**src/rtl/dmem_arbiter.sv**
```systemverilog
// Data-RAM arbiter: CPU/aux sharing with starvation guard, address mapping, I/O word at 0x0000.
// Optional macro DMEM_RANGE_CHECK_EN adds range_err and blocks accesses with addr[15:9] != 0.
module dmem_arbiter #(
  parameter int unsigned MAX_WAIT = 4,
  parameter bit          RAM_BANK = 1'b1
) (
  input  logic        clk,
  input  logic        reset_n,
  input  logic        cpu_req,
  input  logic        cpu_we,
  input  logic [15:0] cpu_addr,
  input  logic [15:0] cpu_wdata,
  output logic        cpu_gnt,
  output logic        cpu_rvalid,
  output logic [15:0] cpu_rdata,
  input  logic        aux_req,
  input  logic        aux_we,
  input  logic [15:0] aux_addr,
  input  logic [15:0] aux_wdata,
  output logic        aux_gnt,
  output logic        aux_rvalid,
  output logic [15:0] aux_rdata,
`ifdef DMEM_RANGE_CHECK_EN
  output logic        range_err,
`endif
  input  logic [15:0] io_in,
  output logic [15:0] io_out,
  output logic [8:0]  mem_addr,
  output logic [15:0] mem_data,
  output logic        mem_we,
  input  logic [15:0] mem_q
);

  localparam logic [3:0] MAX_WAIT_C = 4'(MAX_WAIT);

  logic [3:0]  wait_cnt_q, wait_cnt_d;
  logic        rd_pend_q, rd_pend_d;
  logic        owner_q, owner_d;
  logic        io_rd_q, io_rd_d;
  logic        zero_rd_q, zero_rd_d;
  logic        range_err_q, range_err_d;
  logic [15:0] io_cap_q, io_cap_d;
  logic [15:0] io_out_q, io_out_d;
  logic [15:0] cpu_hold_q, cpu_hold_d;
  logic [15:0] aux_hold_q, aux_hold_d;

  logic        cpu_gnt_s, aux_gnt_s, g_valid_s, g_we_s, g_io_s, g_oor_s;
  logic [15:0] g_addr_s, g_wdata_s, resp_data_s;

  // Arbitration, starvation counter and selection of the granted request
  always_comb begin
    cpu_gnt_s = cpu_req & ~(aux_req & (wait_cnt_q == MAX_WAIT_C));
    aux_gnt_s = aux_req & ~cpu_gnt_s;
    g_valid_s = cpu_gnt_s | aux_gnt_s;
    if (aux_req && !aux_gnt_s) begin
      if (wait_cnt_q == MAX_WAIT_C) begin
        wait_cnt_d = wait_cnt_q;
      end else begin
        wait_cnt_d = wait_cnt_q + 4'd1;
      end
    end else begin
      wait_cnt_d = 4'd0;
    end
    if (aux_gnt_s) begin
      g_we_s    = aux_we;
      g_addr_s  = aux_addr;
      g_wdata_s = aux_wdata;
    end else begin
      g_we_s    = cpu_we;
      g_addr_s  = cpu_addr;
      g_wdata_s = cpu_wdata;
    end
    g_io_s = g_valid_s & (g_addr_s == 16'h0000);
`ifdef DMEM_RANGE_CHECK_EN
    g_oor_s = g_valid_s & (g_addr_s[15:9] != 7'd0);
`else
    g_oor_s = 1'b0;
`endif
  end

  // Raw RAM port drive; address 0 and idle cycles leave the RAM untouched
  always_comb begin
    mem_we = g_valid_s & g_we_s & ~g_io_s & ~g_oor_s;
    if (g_valid_s && !g_io_s) begin
      mem_addr = {RAM_BANK, g_addr_s[8:1]};
      mem_data = g_wdata_s;
    end else begin
      mem_addr = 9'd0;
      mem_data = 16'd0;
    end
  end

  // Next state of the read pipeline, I/O register and held read data
  always_comb begin
    rd_pend_d   = g_valid_s & ~g_we_s;
    owner_d     = aux_gnt_s;
    io_rd_d     = g_io_s & ~g_we_s;
    zero_rd_d   = g_oor_s & ~g_we_s;
    range_err_d = g_oor_s;
    if (g_io_s && !g_we_s) begin
      io_cap_d = io_in;
    end else begin
      io_cap_d = io_cap_q;
    end
    if (g_io_s && g_we_s) begin
      io_out_d = g_wdata_s;
    end else begin
      io_out_d = io_out_q;
    end
    if (io_rd_q) begin
      resp_data_s = io_cap_q;
    end else if (zero_rd_q) begin
      resp_data_s = 16'h0000;
    end else begin
      resp_data_s = mem_q;
    end
    if (rd_pend_q && !owner_q) begin
      cpu_hold_d = resp_data_s;
    end else begin
      cpu_hold_d = cpu_hold_q;
    end
    if (rd_pend_q && owner_q) begin
      aux_hold_d = resp_data_s;
    end else begin
      aux_hold_d = aux_hold_q;
    end
  end

  // State registers; reset drops any read in flight
  always_ff @(posedge clk or negedge reset_n) begin
    if (!reset_n) begin
      wait_cnt_q  <= 4'd0;
      rd_pend_q   <= 1'b0;
      owner_q     <= 1'b0;
      io_rd_q     <= 1'b0;
      zero_rd_q   <= 1'b0;
      range_err_q <= 1'b0;
      io_cap_q    <= 16'd0;
      io_out_q    <= 16'd0;
      cpu_hold_q  <= 16'd0;
      aux_hold_q  <= 16'd0;
    end else begin
      wait_cnt_q  <= wait_cnt_d;
      rd_pend_q   <= rd_pend_d;
      owner_q     <= owner_d;
      io_rd_q     <= io_rd_d;
      zero_rd_q   <= zero_rd_d;
      range_err_q <= range_err_d;
      io_cap_q    <= io_cap_d;
      io_out_q    <= io_out_d;
      cpu_hold_q  <= cpu_hold_d;
      aux_hold_q  <= aux_hold_d;
    end
  end

  assign cpu_gnt    = cpu_gnt_s;
  assign aux_gnt    = aux_gnt_s;
  assign cpu_rvalid = rd_pend_q & ~owner_q;
  assign aux_rvalid = rd_pend_q & owner_q;
  assign cpu_rdata  = cpu_rvalid ? resp_data_s : cpu_hold_q;
  assign aux_rdata  = aux_rvalid ? resp_data_s : aux_hold_q;
  assign io_out     = io_out_q;
`ifdef DMEM_RANGE_CHECK_EN
  assign range_err  = range_err_q;
`else
  logic unused_s;
  assign unused_s = range_err_q;
`endif

endmodule
```
**config.mk**
```make
export PLATFORM = sky130hd
export DESIGN_NAME = dmem_arbiter
export DESIGN_NICKNAME = d
export VERILOG_FILES = /design/src/rtl/dmem_arbiter.sv
export SDC_FILE = /design/constraint.sdc
export NUM_CORES = 1
export LEC_CHECK = 0
export CAP_MARGIN = 10
export CELL_PAD_IN_SITES_DETAIL_PLACEMENT = 0
export CELL_PAD_IN_SITES_GLOBAL_PLACEMENT = 1
export CORE_MARGIN = 8
export CORE_UTILIZATION = 29
export CTS_BUF_LIST = sky130_fd_sc_hd__clkbuf_4
export DETAILED_ROUTE_END_ITERATION = 10
export MAX_ROUTING_LAYER = met4
export PLACE_DENSITY_LB_ADDON = 0.1
export SYNTH_ARGS = -nofsm -noshare
export SYNTH_HDL_FRONTEND = slang
export SYNTH_SLANG_ARGS = --single-unit
```
**constraint.sdc**
```tcl
create_clock -name clk -period 2.69 [get_ports clk]
set_input_delay 0.538 -clock clk [delete_from_list [all_inputs] [get_ports clk]]
set_output_delay 0.538 -clock clk [all_outputs]
set_load 0.05 [all_outputs]
```
Word-level counts from Yosys, hierarchy flattened --
Cells that the tools add are included.
Storage, ports and cells: register bits 71, latch bits 0, RAM bits 0, memory bits (read-only) 0, bits of input ports 102, output and inout port bits 78, logic and storage cells 48, memories kept 0
Operators by class: $add $sub $neg 1, multipliers 0, divide/modulo/power cells 0, $lt $le $gt $ge 0, eq/ne operators 2, shift-type cells 0, multiplexer cells 10, bitwise gates (word level) 16, reduce and logical (&&, ||, !) cells 11
Operators by type and width (count):
- $mux 16 | 6
- $logic_not 16->1 | 1
- $and 1x1->1 | 10
- $mux 9 | 1
- $mux 4 | 2
- $logic_and 1x1->1 | 6
- $not 1->1 | 5
- $add 4x1->4 const B | 1
- $eq 4x3->1 const B | 1
- $logic_not 1->1 | 4
- $ne 2x2->1 const B | 1
- $mux 1 | 1
- $or 1x1->1 | 1

Depth between registers and ports, before layout --
Gate-level depths: netlist of the first run.
depth after elaboration 12, mapped depth 11

Worst setup path after synthesis of the first run --
Ideal clock, no wire load.
path kind reg2out, from register wait_cnt_q[0], to output mem_we, arrival 2.583 ns, setup slack -0.431 ns, stages on the path, launching flop included 10, path buffers 1, cells stage by stage dfrtp_1 -> inv_1 -> ha_1 -> nand3b_1 -> nand2_1 -> nand2_4 -> inv_6 -> clkbuf_1 -> nand3_1 -> a21oi_1
Between the ends: longest elaborated chain between the ends 11, elaborated cells between the ends (all ways) 14, those cells by class eq/ne: 1; mux: 2; bitwise: 10; reduce/logical: 1
RTL lines:
- from (decl) | line 36 | logic [3:0] wait_cnt_q, wait_cnt_d;
- from (signal assigned) | line 143 | wait_cnt_q <= wait_cnt_d;
- $eq 4x3->1 (*) | line 52 | cpu_gnt_s = cpu_req & ~(aux_req & (wait_cnt_q == MAX_WAIT_C));
- $and 1x1->1 (*) | line 52
- $not 1->1 (*) | line 52
- $and 1x1->1 (*) | line 52
- $not 1->1 (*) | line 53 | aux_gnt_s = aux_req & ~cpu_gnt_s;
- $and 1x1->1 (*) | line 53
- named net aux_gnt | line 20 | output logic aux_gnt,
- $mux 16 | line 64 | if (aux_gnt_s) begin
- $logic_not 16->1 | line 73 | g_io_s = g_valid_s & (g_addr_s == 16'h0000);
- $and 1x1->1 | line 73
- $not 1->1 | line 83 | mem_we = g_valid_s & g_we_s & ~g_io_s & ~g_oor_s;
- $and 1x1->1 (*) | line 83
- to (decl) | line 30 | output logic mem_we,
Mark *: on every way through the listed nets, which the timed path passes. The rest lies on a longest branch.

Final worst setup path of the first run --
from input aux_addr[10], to output mem_data[0]
Between the ends: longest elaborated chain between the ends 6
RTL lines:
- from (decl) | line 18 | input logic [15:0] aux_addr,
- $mux 16 | line 64
- $logic_not 16->1 | line 73
- $and 1x1->1 | line 73
- $logic_not 1->1 | line 84 | if (g_valid_s && !g_io_s) begin
- $logic_and 1x1->1 | line 84
- $mux 16 | line 84
- to (decl) | line 29 | output logic [15:0] mem_data,
Every way passes these cells.

==> metrics.json, run 1 <==
{
  "die-width_um": 123,
  "syn_area_per_cell_um2": 10.4,
  "grt_start_max_net_pins": 72,
  "timing.critical_path.depth": 9,
  "htreeDepth": 3,
  "worstSetupEndpointType": "output pin",
  "placed_cell_area_mm2": 0.00599,
  "detailroute.via_count": 3173,
  "layout_cell_share_with_drive_strength_beyond_1_pct": 35.6,
  "p_comb_share_pct": 45.9,
  "yosysSeqAreaShare_pct": 53.6,
  "cts_tree": "done",
  "critical_path.startpoint_type": "primary input",
  "die_height_um": 123,
  "timing.rr.end": "io_cap_q[13]$_DFFE_PN0P_",
  "maxSlewHeadroom_pct": 39.6,
  "status": "finished, violations left",
  "die_area_mm2": 0.0151,
  "final_worst_path_cycle_share_pct": 103,
  "grt_pass1_vias": 3493,
  "insertion_delay_ps": 400,
  "crit_path_cell_trace": "clkdlybuf4s50_1, nor4_1, buf_4, nand4_1, mux2i_4, or2_4, buf_16, nor2_4, buf_8",
  "antenna_violations_before_repair": 1,
  "wire_length_of_the_first_global_routing_pass_mm": 17.7,
  "hold_slack_ps": 239,
  "cap_violations": 0,
  "num_io_pins": 180,
  "critical_path_startpoint": "aux_addr[10]",
  "timing.fmax_ghz": 0.361,
  "syn-cell-area_mm2": 0.00331,
  "crit_path_max_fanout": 8,
  "total_switching_power_mw": 1.22,
  "worstReg2RegStart": "wait_cnt_q[0]$_DFFE_PN0P_",
  "cts_hold_buf": 0,
  "finClkSkew_ps": 23.7,
  "p_leak_nw": 2.92,
  "post_synth_inst_count": 318,
  "required_ps": 2150,
  "vias_per_cell": 4.66,
  "clkSinkCount": 71,
  "intPower_mw": 2.16,
  "synth_cell_types": 32,
  "wl_mm": 11.7,
  "power_density_mw_per_mm2": 513,
  "power_switching_share_pct": 36.1,
  "global_route_total_usage_across_every_layer_pct": 15.6,
  "rsz0062_at_grt": "yes",
  "initialDrtViolationCount": 170,
  "power.ir.vdd_worst_mv": 0.305,
  "grt_overflow_total": 0,
  "post-route-min-period_ps": 2770,
  "setup_violations": 18,
  "r2r.worst_path.cells": 11,
  "synth_seq_cells": 71,
  "initial_utilization_pct": 29.4,
  "top_cell_type_s_share_of_synthesized_area_pct": 53.6,
  "finalHoldViolations": 0,
  "synth_top_flop_cell": "sky130_fd_sc_hd__dfrtp_1",
  "port_bufs": 179,
  "r2r_slack_ps": 450,
  "synth_area_leaders": "sky130_fd_sc_hd__dfrtp_1 (54%), sky130_fd_sc_hd__mux2i_1 (9.7%), sky130_fd_sc_hd__a21oi_1 (6.2%)",
  "worst_pin_slew_ps": 907,
  "area_delta_synth_final_pct": 98.4,
  "synthesis.yosys.warnings": 0,
  "routedWlPerCell_um": 17.2,
  "postSynthNetCount": 422,
  "min-delay-path-class": "in2async",
  "detail_route.first_pass.iterations": 4,
  "postSynth.asyncResetShare_pct": 100,
  "rows": 39,
  "clkSlewWorstSetupHoldPaths_ps": 130,
  "number_of_nets_in_the_layout": 637,
  "maxSlewViolCount": 0,
  "worstPathBufferInverterCount": 4,
  "cts_made_buffers": 9,
  "failing_checks": "negative setup slack",
  "synth_edf_count": 0,
  "core_region_area_mm2": 0.0113,
  "share_clk_of_total_power_pct": 19.1,
  "finalInstanceArea_mm2": 0.00657,
  "place.gp.congestion": 0.758,
  "detailed_place_hpwl_mm": 8.71,
  "power.share.sequential_pct": 35.0,
  "yosys.area.top_type": "sky130_fd_sc_hd__dfrtp_1",
  "ant_nets": 0,
  "slowest_delay_ps": 400,
  "cpLargestDelayFamily": "buffers and inverters",
  "cts_root_buffer": "sky130_fd_sc_hd__clkbuf_4",
  "post-route-drc-count": 0,
  "setup.worst_path.end": "mem_data[0]",
  "clock_tree.buffer_depth": 2,
  "arrival_time_at_the_worst_endpoint_ps": 2230,
  "setup_ws_ps": -79.2,
  "crit_path_top_delay_cell": "sky130_fd_sc_hd__clkdlybuf4s50_1",
  "timing.setup.critical_path_class": "in2out"
}
==> kinds of logic (layout without fill, tap and decap cells) <==
| kind of cell | Yosys count | after routing | share of synthesized area [%] |
|---|---|---|---|
| and+or+nand+nor | 91 | 91 | 12.0 |
| AOI/OAI and AO/OA | 75 | 75 | 12.1 |
| DFF | 71 | 71 | 53.6 |
| muxes | 50 | 50 | 17.2 |
| buffers and inverters | 27 | 246 | 3.78 |
| adders and majority gates | 2 | 2 | 0.755 |
| xor gates and xnor gates | 2 | 2 | 0.529 |
| other | 0 | 1 | 0 |
==> routing by layer <==
metal | up-vias | part of all wire (%) | GRT usage (%)
met3 | 9 | 9.8 | 6.81
met1 | 1488 | 42 | 17.9
li1 | 1545 | - | -
met4 | 0 | 1.0 | 5.03
met5 | - | 0 | -
met2 | 131 | 48 | 23.9
==> synthesized netlist by cell type, types with 2 or more instances <==
library cell                n
sky130_fd_sc_hd__mux2i_1   32
sky130_fd_sc_hd__clkbuf_1  14
sky130_fd_sc_hd__inv_1      6
sky130_fd_sc_hd__nor4_1     8
sky130_fd_sc_hd__nor2_1    36
sky130_fd_sc_hd__o21ai_0   16
sky130_fd_sc_hd__dfrtp_1   71
sky130_fd_sc_hd__nand2_1   34
sky130_fd_sc_hd__ha_1       2
sky130_fd_sc_hd__nand4_1    2
sky130_fd_sc_hd__mux2_2     7
sky130_fd_sc_hd__nand2b_1   2
sky130_fd_sc_hd__mux2_4     9
sky130_fd_sc_hd__a21oi_1   41
sky130_fd_sc_hd__buf_6      2
sky130_fd_sc_hd__buf_2      3
sky130_fd_sc_hd__nand3_1    3
sky130_fd_sc_hd__a31oi_1   16
==> flip-flops by register name, summed over array words and instances (netlist names) <==
signal / count
aux_hold_q: 16
cpu_hold_q: 16
io_cap_q: 16
io_out: 16
wait_cnt_q: 4
io_rd_q: 1
owner_q: 1
rd_pend_q: 1
==> final cells by class <==
type / count / area [um2]
Inverter: 7 / 31.3
Fill cell: 945 / 4700
Timing Repair Buffer: 224 / 2800
Tap cell: 143 / 179
Sequential cell: 71 / 1780
Clock inverter: 6 / 62.6
Antenna cell: 1 / 2.50
Clock buffer: 9 / 67.6
Multi-Input combinational cell: 220 / 1660
==> placed cells by master (no fill, tap or decap), types with 7 or more instances in the layout <==
cell / netlist / final
sky130_fd_sc_hd__buf_8: 0 / 17
sky130_fd_sc_hd__a31oi_1: 16 / 16
sky130_fd_sc_hd__nor2_1: 36 / 20
sky130_fd_sc_hd__mux2i_1: 32 / 18
sky130_fd_sc_hd__dlymetal6s2s_1: 0 / 8
sky130_fd_sc_hd__buf_12: 0 / 52
sky130_fd_sc_hd__clkbuf_4: 0 / 9
sky130_fd_sc_hd__clkdlybuf4s50_1: 0 / 96
sky130_fd_sc_hd__o21ai_1: 0 / 10
sky130_fd_sc_hd__buf_4: 0 / 36
sky130_fd_sc_hd__mux2_4: 9 / 9
sky130_fd_sc_hd__nor2_4: 0 / 16
sky130_fd_sc_hd__mux2_2: 7 / 7
sky130_fd_sc_hd__a21oi_2: 0 / 9
sky130_fd_sc_hd__nand2_1: 34 / 33
sky130_fd_sc_hd__mux2i_2: 1 / 15
sky130_fd_sc_hd__dfrtp_1: 71 / 71
sky130_fd_sc_hd__dlygate4sd2_1: 0 / 12
sky130_fd_sc_hd__a21oi_1: 41 / 32
==> power groups by stage <==
| stage | Clock (mW) | Combinational, mW | Sequential, mW |
|---|---|---|---|
| final | 0.646 | 1.55 | 1.18 |
| after global routing | 0.712 | 1.62 | 1.19 |
| after CTS | 0.681 | 1.50 | 1.18 |
| after detailed placement | 0 | 1.47 | 1.20 |
| after global placement | 0 | 1.46 | 1.20 |
| after floorplan | 0 | 0.659 | 1.20 |
==> worst min path at each step <==
stage / start / cells after the start / to / slack, ps
global placement: wait_cnt_q[0]$_DFFE_PN0P_ / 1 / wait_cnt_q[0]$_DFFE_PN0P_ / 470
detailed placement: io_cap_q[1]$_DFFE_PN0P_ / 1 / io_cap_q[1]$_DFFE_PN0P_ / 500
finish: reset_n / 1 / io_cap_q[5]$_DFFE_PN0P_ / 240
global route: reset_n / 1 / io_cap_q[5]$_DFFE_PN0P_ / 280
floorplan: reset_n / 0 / aux_hold_q[0]$_DFFE_PN0P_ / 240
CTS: reset_n / 1 / aux_hold_q[7]$_DFFE_PN0P_ / 260
==> metrics by stage <==
step                power [mW]  util [%]  worst slack, ps  TNS (ps)  cells
floorplan                 1.86         -             -176     -1920    318
global placement          2.66      53.1             -200     -5640    656
detailed placement        2.67      53.1             -228     -6350    656
CTS                       3.36      55.9             -150     -2170    678
global route              3.52      58.3             -177     -2850    681
finish                    3.37      58.3            -79.2     -1220    681
==> timing repair <==
action | in CTS | in global routing
setup buffers | 6 | 1
pin swaps | 1 | 27
cloned | 1 | 1
endpoints found under the setup margin | 19 | 25
gates resized for setup | 49 | 62
No activity file was read; power rests on OpenSTA's default activity.
==> inputs of run 2 (changes only) <==
Settings changed: CORE_MARGIN 8 to 10, GPL_TIMING_DRIVEN from default to 0.
==> run 2 against run 1 <==
  * Cell area shrank 11%
  * Die area grew 6.6%
  * Combinational power fell by 24%
  * Clock skew down 6.8 ps
  * The run still ends with negative setup slack left
==> metrics.json, run 2 (synthesized netlist as in run 1, its figures left out) <==
{
  "placed_cell_area": {"value": 0.00534, "unit": "mm2", "change": "was 0.00599 mm2"},
  "worstSetupEndpointType": {"value": "output pin", "change": "unchanged"},
  "final_common_cell": {"value": "sky130_fd_sc_hd__clkdlybuf4s50_1", "change": "unchanged"},
  "crit_path_max_fanout": {"value": 5, "change": "was 8"},
  "cap_violations": {"value": 0, "change": "unchanged"},
  "maxSlewHeadroom": {"value": 59.5, "unit": "%", "change": "was 39.6%"},
  "insertion_delay": {"value": 410, "unit": "ps", "change": "was 400 ps"},
  "die-width": {"value": 127, "unit": "um", "change": "was 123 um"},
  "required": {"value": 2150, "unit": "ps", "change": "about the same"},
  "place_worst_setup_slack": {"value": -1170, "unit": "ps", "change": "was -228 ps"},
  "maxSlewViolCount": {"value": 0, "change": "unchanged"},
  "routedWlPerCell": {"value": 18.8, "unit": "um", "change": "was 17.2 um"},
  "detailroute.via_count": {"value": 3117, "change": "was 3173"},
  "timing.fmax": {"value": 0.352, "unit": "GHz", "change": "was 0.361 GHz"},
  "p_leak": {"value": 2.60, "unit": "nW", "change": "was 2.92 nW"},
  "clock_tree.buffer_depth": {"value": 2, "change": "unchanged"},
  "core_region_area": {"value": 0.0110, "unit": "mm2", "change": "was 0.0113 mm2"},
  "cts_made_buffers": {"value": 9, "change": "unchanged"},
  "critical_path.startpoint_type": {"value": "primary input", "change": "unchanged"},
  "finalHoldViolations": {"value": 0, "change": "unchanged"},
  "detailed_place_hpwl": {"value": 9.57, "unit": "mm", "change": "was 8.71 mm"},
  "antenna_violations_before_repair": {"value": 1, "change": "unchanged"},
  "post-route-drc-count": {"value": 0, "change": "unchanged"},
  "total_power": {"value": 3.12, "unit": "mW", "change": "was 3.37 mW"},
  "power.ir.vdd_worst": {"value": 0.401, "unit": "mV", "change": "was 0.305 mV"},
  "ant_nets": {"value": 0, "change": "unchanged"},
  "setup_ws": {"value": -152, "unit": "ps", "change": "was -79.2 ps"},
  "wl": {"value": 12.5, "unit": "mm", "change": "was 11.7 mm"},
  "wire_length_of_the_first_global_routing_pass": {"value": 19.3, "unit": "mm", "change": "was 17.7 mm"},
  "num_io_pins": {"value": 180, "change": "unchanged"},
  "clkSlewWorstSetupHoldPaths": {"value": 120, "unit": "ps", "change": "was 130 ps"},
  "timing.setup.critical_path_class": {"value": "in2out", "change": "unchanged"},
  "fill_cells": {"value": 1040, "change": "was 945"},
  "global_route_total_usage_across_every_layer": {"value": 15.6, "unit": "%", "change": "about the same"},
  "cts_tree": {"value": "done", "change": "unchanged"},
  "r2r.worst_path.cells": {"value": 9, "change": "was 11"},
  "area_delta_synth_final": {"value": 77.4, "unit": "%", "change": "was 98.4%"},
  "worst_pin_slew": {"value": 606, "unit": "ps", "change": "was 907 ps"},
  "rsz0062_at_grt": {"value": "yes", "change": "unchanged"},
  "htreeDepth": {"value": 3, "change": "unchanged"},
  "failing_checks": {"value": "negative setup slack", "change": "unchanged"},
  "port_bufs": {"value": 179, "change": "unchanged"},
  "min-delay-path-class": {"value": "in2async", "change": "unchanged"},
  "clkSinkCount": {"value": 71, "change": "unchanged"},
  "power_density": {"value": 532, "unit": "mW/mm2", "change": "was 513 mW/mm2"},
  "initialDrtViolationCount": {"value": 189, "change": "was 170"},
  "die_height": {"value": 127, "unit": "um", "change": "was 123 um"},
  "number_of_nets_in_the_layout": {"value": 623, "change": "was 637"},
  "die_area": {"value": 0.0161, "unit": "mm2", "change": "was 0.0151 mm2"},
  "most-common-layout-cells": {"value": "sky130_fd_sc_hd__clkdlybuf4s50_1 (102), sky130_fd_sc_hd__dfrtp_1 (70), sky130_fd_sc_hd__nand2_1 (33)", "change": "was sky130_fd_sc_hd__clkdlybuf4s50_1 (96), sky130_fd_sc_hd__dfrtp_1 (71), sky130_fd_sc_hd__buf_12 (52)"},
  "rows": {"value": 38, "change": "was 39"},
  "final_worst_path_cycle_share": {"value": 106, "unit": "%", "change": "was 103%"},
  "grt_overflow_total": {"value": 0, "change": "unchanged"},
  "finalInstanceArea": {"value": 0.00588, "unit": "mm2", "change": "was 0.00657 mm2"},
  "final.setup.tns": {"value": -2340, "unit": "ps", "change": "was -1220 ps"},
  "finClkSkew": {"value": 16.9, "unit": "ps", "change": "was 23.7 ps"},
  "grt_pass1_vias": {"value": 3511, "change": "was 3493"},
  "cts_root_buffer": {"value": "sky130_fd_sc_hd__clkbuf_4", "change": "unchanged"},
  "detail_route.first_pass.iterations": {"value": 4, "change": "unchanged"},
  "grt_start_max_net_pins": {"value": 72, "change": "unchanged"},
  "layout_cell_share_with_drive_strength_beyond_1": {"value": 30.5, "unit": "%", "change": "was 35.6%"},
  "status": {"value": "finished, violations left", "change": "unchanged"},
  "place.gp.congestion": {"value": 0.774, "change": "was 0.758"},
  "initial_utilization": {"value": 30.0, "unit": "%", "change": "was 29.4%"},
  "vias_per_cell": {"value": 4.69, "change": "was 4.66"},
  "setup_violations": {"value": 17, "change": "was 18"},
  "arrival_time_at_the_worst_endpoint": {"value": 2300, "unit": "ps", "change": "was 2230 ps"},
  "post-route-min-period": {"value": 2840, "unit": "ps", "change": "was 2770 ps"}
}
-- run 2: cell types whose count changed in the layout (fill, tap and decap cells not counted), moves of 2 or more --
cell,delta
sky130_fd_sc_hd__buf_12,-51
sky130_fd_sc_hd__buf_2,+6
sky130_fd_sc_hd__buf_4,-23
sky130_fd_sc_hd__buf_6,+10
sky130_fd_sc_hd__clkbuf_1,+6
sky130_fd_sc_hd__clkbuf_2,+14
sky130_fd_sc_hd__clkbuf_4,+3
sky130_fd_sc_hd__clkdlybuf4s15_2,+17
sky130_fd_sc_hd__clkdlybuf4s50_1,+6
sky130_fd_sc_hd__dlygate4sd2_1,-2
sky130_fd_sc_hd__mux2i_1,+10
sky130_fd_sc_hd__mux2i_2,-10
sky130_fd_sc_hd__nor4_1,-2
sky130_fd_sc_hd__nor4_2,+2
-- run 2: path summary, 6_finish.rpt --
check	start	to	slack, ps
max	cpu_req	mem_data[14]	-150
min	reset_n	cpu_hold_q[3]$_DFFE_PN0P_	110
max reg2reg	wait_cnt_q[1]$_DFFE_PN0P_	io_cap_q[10]$_DFFE_PN0P_	510
min reg2reg	cpu_hold_q[12]$_DFFE_PN0P_	cpu_hold_q[12]$_DFFE_PN0P_	510
max in group asynchronous	reset_n	io_cap_q[5]$_DFFE_PN0P_	2260
min in group clk	cpu_hold_q[12]$_DFFE_PN0P_	cpu_hold_q[12]$_DFFE_PN0P_	510
-- run 2: layout make-up --
type | instances | area (um2) | area share (%)
Antenna cell | 1 | 2.50 | 0.0426
Buffer | 19 | 124 | 2.11
Clock buffer | 10 | 75.1 | 1.28
Clock inverter | 6 | 85.1 | 1.45
Inverter | 7 | 33.8 | 0.575
Multi-Input combinational cell | 220 | 1640 | 27.8
Sequential cell | 71 | 1780 | 30.3
Tap cell | 140 | 175 | 2.98
Timing Repair Buffer | 191 | 1970 | 33.5
-- run 2: power breakdown --
group | switching (mW) | total (mW) | internal, mW | leakage (nW)
clock network | 0.377 | 0.761 | 0.385 | 0.0840
logic | 0.769 | 1.18 | 0.414 | 1.61
registers | 0.0236 | 1.18 | 1.16 | 0.907
-- run 2: layer usage --
metal / track usage, % / part of all wire [%] / vias to the layer above
met5: - / 0 / -
met2: 24.0 / 46 / 142
met1: 18.3 / 43 / 1441
met3: 7.12 / 10 / 13
li1: - / - / 1521
met4: 3.75 / 0.88 / 0
-- run 2: metrics by stage --
stage	hold WS [ps]	cells	util, %
after floorplan	242	318	-
after global placement	478	637	48.2
after detailed placement	483	638	48.4
after CTS	110	664	53.2
after global routing	103	665	53.3
final	105	665	53.3
-- run 2: worst max-delay path, stage by stage --
cell	delay [ps]
sky130_fd_sc_hd__clkdlybuf4s50_1	570
sky130_fd_sc_hd__nand2_2	100
sky130_fd_sc_hd__nand2_4	110
sky130_fd_sc_hd__inv_8	50
sky130_fd_sc_hd__mux2i_4	180
sky130_fd_sc_hd__or2_1	220
sky130_fd_sc_hd__buf_6	150
sky130_fd_sc_hd__buf_12	140
sky130_fd_sc_hd__nor2_4	100
sky130_fd_sc_hd__buf_8	150
-- run 2: what timing repair did --
action / 4_1_cts / 5_1_grt
gates cloned: 1 / 0
pin swaps: 25 / 10
setup buffers: 10 / 0
setup endpoints to repair: 62 / 47
resized for setup: 338 / 69
hold buffers: 0 / 0
==> inputs of run 3 (changes only) <==
Settings changed: CORE_MARGIN 10 to 3, CORE_UTILIZATION 29 to 31.
Clock period 2.69 ns to 3.27 ns, I/O delays scaled along.
==> run 3 against run 2 <==
  * The run now ends clean
  * Combinational power down 24%
  * Core utilization increased by 0.12 points
  * Worst setup slack improved by 260 ps
  * Critical path depth fell by 1
  * Largest cell class unchanged
==> metrics.json, run 3 (synthesized netlist as in run 1, its figures left out) <==
{
  "finalHoldViolations": {"value": 0, "change": "unchanged"},
  "p_comb_share": {"value": 35.5, "unit": "%", "change": "was 37.9%"},
  "status": {"value": "finished clean", "change": "was finished, violations left"},
  "place.gp.congestion": {"value": 0.761, "change": "was 0.774"},
  "timing.setup.critical_path_class": {"value": "in2out", "change": "unchanged"},
  "detailed_place_hpwl": {"value": 7.98, "unit": "mm", "change": "was 9.57 mm"},
  "n_antenna_cell": {"value": 0, "change": "was 1"},
  "global_route_total_usage_across_every_layer": {"value": 18.8, "unit": "%", "change": "was 15.6%"},
  "min-delay-path-class": {"value": "in2async", "change": "unchanged"},
  "worstReg2RegStart": {"value": "wait_cnt_q[0]$_DFFE_PN0P_", "change": "was wait_cnt_q[1]$_DFFE_PN0P_"},
  "die_area": {"value": 0.0120, "unit": "mm2", "change": "was 0.0161 mm2"},
  "maxUsedRoutingLayer": {"value": "met4", "change": "unchanged"},
  "wl_met1": {"value": 4.55, "unit": "mm", "change": "was 5.37 mm"},
  "worst_pin_slew": {"value": 553, "unit": "ps", "change": "was 606 ps"},
  "critical_path.startpoint_type": {"value": "primary input", "change": "unchanged"},
  "number_of_nets_in_the_layout": {"value": 621, "change": "was 623"},
  "finalInstanceArea": {"value": 0.00554, "unit": "mm2", "change": "was 0.00588 mm2"},
  "wl": {"value": 10.9, "unit": "mm", "change": "was 12.5 mm"},
  "grt_start_max_net_pins": {"value": 44, "change": "was 72"},
  "timing.fmax_ghz": 0.316,
  "crit_path_top_delay_cell": {"value": "sky130_fd_sc_hd__clkdlybuf4s50_1", "change": "unchanged"},
  "rows": {"value": 37, "change": "was 38"},
  "timing.rr.end": {"value": "io_cap_q[12]$_DFFE_PN0P_", "change": "was io_cap_q[10]$_DFFE_PN0P_"},
  "power_density": {"value": 456, "unit": "mW/mm2", "change": "was 532 mW/mm2"},
  "critical_path.most_common_cell": "sky130_fd_sc_hd__buf_6",
  "count_of_placed_standard_cells_in_the_final_layout_fillers_left_out": {"value": 658, "change": "was 665"},
  "port_bufs": {"value": 179, "change": "unchanged"},
  "ant_nets": {"value": 0, "change": "unchanged"},
  "placed_cell_area": {"value": 0.00529, "unit": "mm2", "change": "was 0.00534 mm2"},
  "met3_wire_length": {"value": 918, "unit": "um", "change": "was 1.25 mm"},
  "setup_ws": {"value": 103, "unit": "ps", "change": "was -152 ps"},
  "area_delta_synth_final": {"value": 67.1, "unit": "%", "change": "was 77.4%"},
  "clkSlewWorstSetupHoldPaths": {"value": 130, "unit": "ps", "change": "was 120 ps"},
  "p_leak": {"value": 2.53, "unit": "nW", "change": "was 2.60 nW"},
  "initial_utilization": {"value": 31.9, "unit": "%", "change": "was 30.0%"},
  "cpLargestDelayFamily": {"value": "buffers and inverters", "change": "unchanged"},
  "slowest_delay": {"value": 440, "unit": "ps", "change": "was 570 ps"},
  "post-route-drc-count": {"value": 0, "change": "unchanged"},
  "setup_violations": {"value": 0, "change": "was 17"},
  "grt_overflow_total": {"value": 0, "change": "unchanged"},
  "die-width": {"value": 109, "unit": "um", "change": "was 127 um"},
  "crit_path_max_fanout": {"value": 5, "change": "unchanged"},
  "placedCellCount": {"value": 634, "change": "was 638"},
  "detail_route.first_pass.iterations": {"value": 4, "change": "unchanged"},
  "final_worst_path_cycle_share_pct": 96.9,
  "grt_pass1_vias": {"value": 3144, "change": "was 3511"},
  "cts_hold_buf": {"value": 0, "change": "unchanged"},
  "clock_tree.buffer_depth": {"value": 2, "change": "unchanged"},
  "arrival_time_at_the_worst_endpoint": {"value": 2510, "unit": "ps", "change": "was 2300 ps"},
  "intPower": {"value": 1.58, "unit": "mW", "change": "was 1.96 mW"},
  "share_clk_of_total_power": {"value": 26.1, "unit": "%", "change": "was 24.4%"},
  "final_common_cell": {"value": "sky130_fd_sc_hd__clkdlybuf4s50_1", "change": "unchanged"},
  "insertion_delay": {"value": 420, "unit": "ps", "change": "was 410 ps"},
  "clkSinkCount": {"value": 71, "change": "unchanged"},
  "power.share.sequential": {"value": 38.4, "unit": "%", "change": "was 37.8%"},
  "cap_violations": {"value": 0, "change": "unchanged"},
  "place_worst_setup_slack": {"value": -679, "unit": "ps", "change": "was -1170 ps"},
  "routedWlPerCell": {"value": 16.5, "unit": "um", "change": "was 18.8 um"},
  "most-common-layout-cells": {"value": "sky130_fd_sc_hd__clkdlybuf4s50_1 (120), sky130_fd_sc_hd__dfrtp_1 (71), sky130_fd_sc_hd__a21oi_1 (41)", "change": "was sky130_fd_sc_hd__clkdlybuf4s50_1 (102), sky130_fd_sc_hd__dfrtp_1 (70), sky130_fd_sc_hd__nand2_1 (33)"},
  "routed_wl_met2": {"value": 5.31, "unit": "mm", "change": "was 5.77 mm"},
  "layout_cell_share_with_drive_strength_beyond_1": {"value": 18.6, "unit": "%", "change": "was 30.5%"},
  "r2r_slack": {"value": 1000, "unit": "ps", "change": "was 510 ps"},
  "crit_path_cell_trace": {"value": "clkdlybuf4s50_1, nor4_2, nand4_1, mux2i_4, or2_4, buf_6, clkbuf_16, nor2_2, buf_6", "change": "was clkdlybuf4s50_1, nand2_2, nand2_4, inv_8, mux2i_4, or2_1, buf_6, buf_12, nor2_4, buf_8"},
  "worstPathBufferInverterCount": {"value": 4, "change": "was 5"},
  "wire_length_of_the_first_global_routing_pass": {"value": 16.5, "unit": "mm", "change": "was 19.3 mm"},
  "initialDrtViolationCount": {"value": 143, "change": "was 189"},
  "maxSlewHeadroom": {"value": 63.1, "unit": "%", "change": "was 59.5%"},
  "htreeDepth": {"value": 3, "change": "unchanged"},
  "cts_tree": {"value": "done", "change": "unchanged"},
  "r2r.worst_path.cells": {"value": 11, "change": "was 9"},
  "power_switching_share": {"value": 37.5, "unit": "%", "change": "was 37.4%"},
  "final.setup.tns": {"value": 0, "unit": "ps", "change": "was -2340 ps"},
  "core_region_area": {"value": 0.0104, "unit": "mm2", "change": "was 0.0110 mm2"},
  "worstSetupEndpointType": {"value": "output pin", "change": "unchanged"},
  "cts_root_buffer": {"value": "sky130_fd_sc_hd__clkbuf_4", "change": "unchanged"},
  "num_io_pins": {"value": 180, "change": "unchanged"},
  "total_power": {"value": 2.53, "unit": "mW", "change": "was 3.12 mW"},
  "detailroute.via_count": {"value": 3128, "change": "was 3117"},
  "vias_per_cell": {"value": 4.75, "change": "was 4.69"},
  "power.ir.vdd_worst": {"value": 0.215, "unit": "mV", "change": "was 0.401 mV"},
  "cts_made_buffers": {"value": 9, "change": "unchanged"},
  "antenna_violations_before_repair": {"value": 0, "change": "was 1"},
  "finClkSkew": {"value": 21.0, "unit": "ps", "change": "was 16.9 ps"},
  "die_height": {"value": 109, "unit": "um", "change": "was 127 um"},
  "maxSlewViolCount": {"value": 0, "change": "unchanged"},
  "required": {"value": 2620, "unit": "ps", "change": "was 2150 ps"},
  "total_switching_power": {"value": 947, "unit": "uW", "change": "was 1.17 mW"},
  "post-route-min-period_ps": 3170
}
run 3: changes by cell type in the layout (fill, tap and decap cells not counted), sizes merged, moves of 2 or more:
cell           previous run  this run
inv                       7         9
buf                      51        32
clkbuf                   32        35
dlygate4sd2              10        15
dlymetal6s2s              7        11
clkdlybuf4s50           102       120
clkinv                    3         0
clkdlybuf4s15            17         5
run 3: metrics by stage:
stage          utilization [%]  hold slack, ps
2_1_floorplan                -             358
3_3_place_gp              50.9             475
3_5_place_dp              51.0             482
4_1_cts                   52.4             125
5_1_grt                   53.4             123
6_report                  53.4             142
run 3: cell type report:
type / instances / area, um2
fillers: 995 / 4830
repair buffers: 188 / 1830
flip-flops and latches: 71 / 1780
multi-input cells: 220 / 1450
well taps: 136 / 170
plain buffers: 20 / 114
clock inverters: 6 / 92.6
clock buffers: 10 / 75.1
inverters: 7 / 31.3
run 3: layer usage:
metal | GRT usage [%] | up-vias
li1 | - | 1513
met1 | 23.6 | 1477
met2 | 29.8 | 129
met3 | 5.46 | 9
met4 | 5.08 | 0
met5 | - | -
run 3: how the worst max path moves through the flow:
stage	cells past startpoint	slack, ps	to	from
after floorplan	9	30	mem_we	wait_cnt_q[0]$_DFFE_PN0P_
after global routing	12	-20	mem_data[6]	wait_cnt_q[0]$_DFFE_PN0P_
after global placement	1	-980	io_out[12]$_DFFE_PN0P_	reset_n
final	9	100	mem_data[4]	aux_addr[6]
after CTS	9	-120	mem_data[3]	aux_addr[3]
after detailed placement	9	-680	mem_data[3]	aux_addr[4]
run 3: timing repair:
action / 4_1_cts / 5_1_grt
setup endpoints to repair: 53 / 42
gates cloned: 0 / 2
gates resized for setup: 118 / 97
pin swaps: 1 / 3
setup buffers: 2 / 4
run 3: power by group through the flow:
stage                     combinational (mW)  clock, mW  sequential (mW)
after floorplan                        0.533          0            0.987
after global placement                 0.925          0            0.988
after detailed placement               0.932          0            0.989
after CTS                              0.889      0.679            0.971
after global routing                   0.952      0.718            0.981
final                                  0.896      0.660            0.971
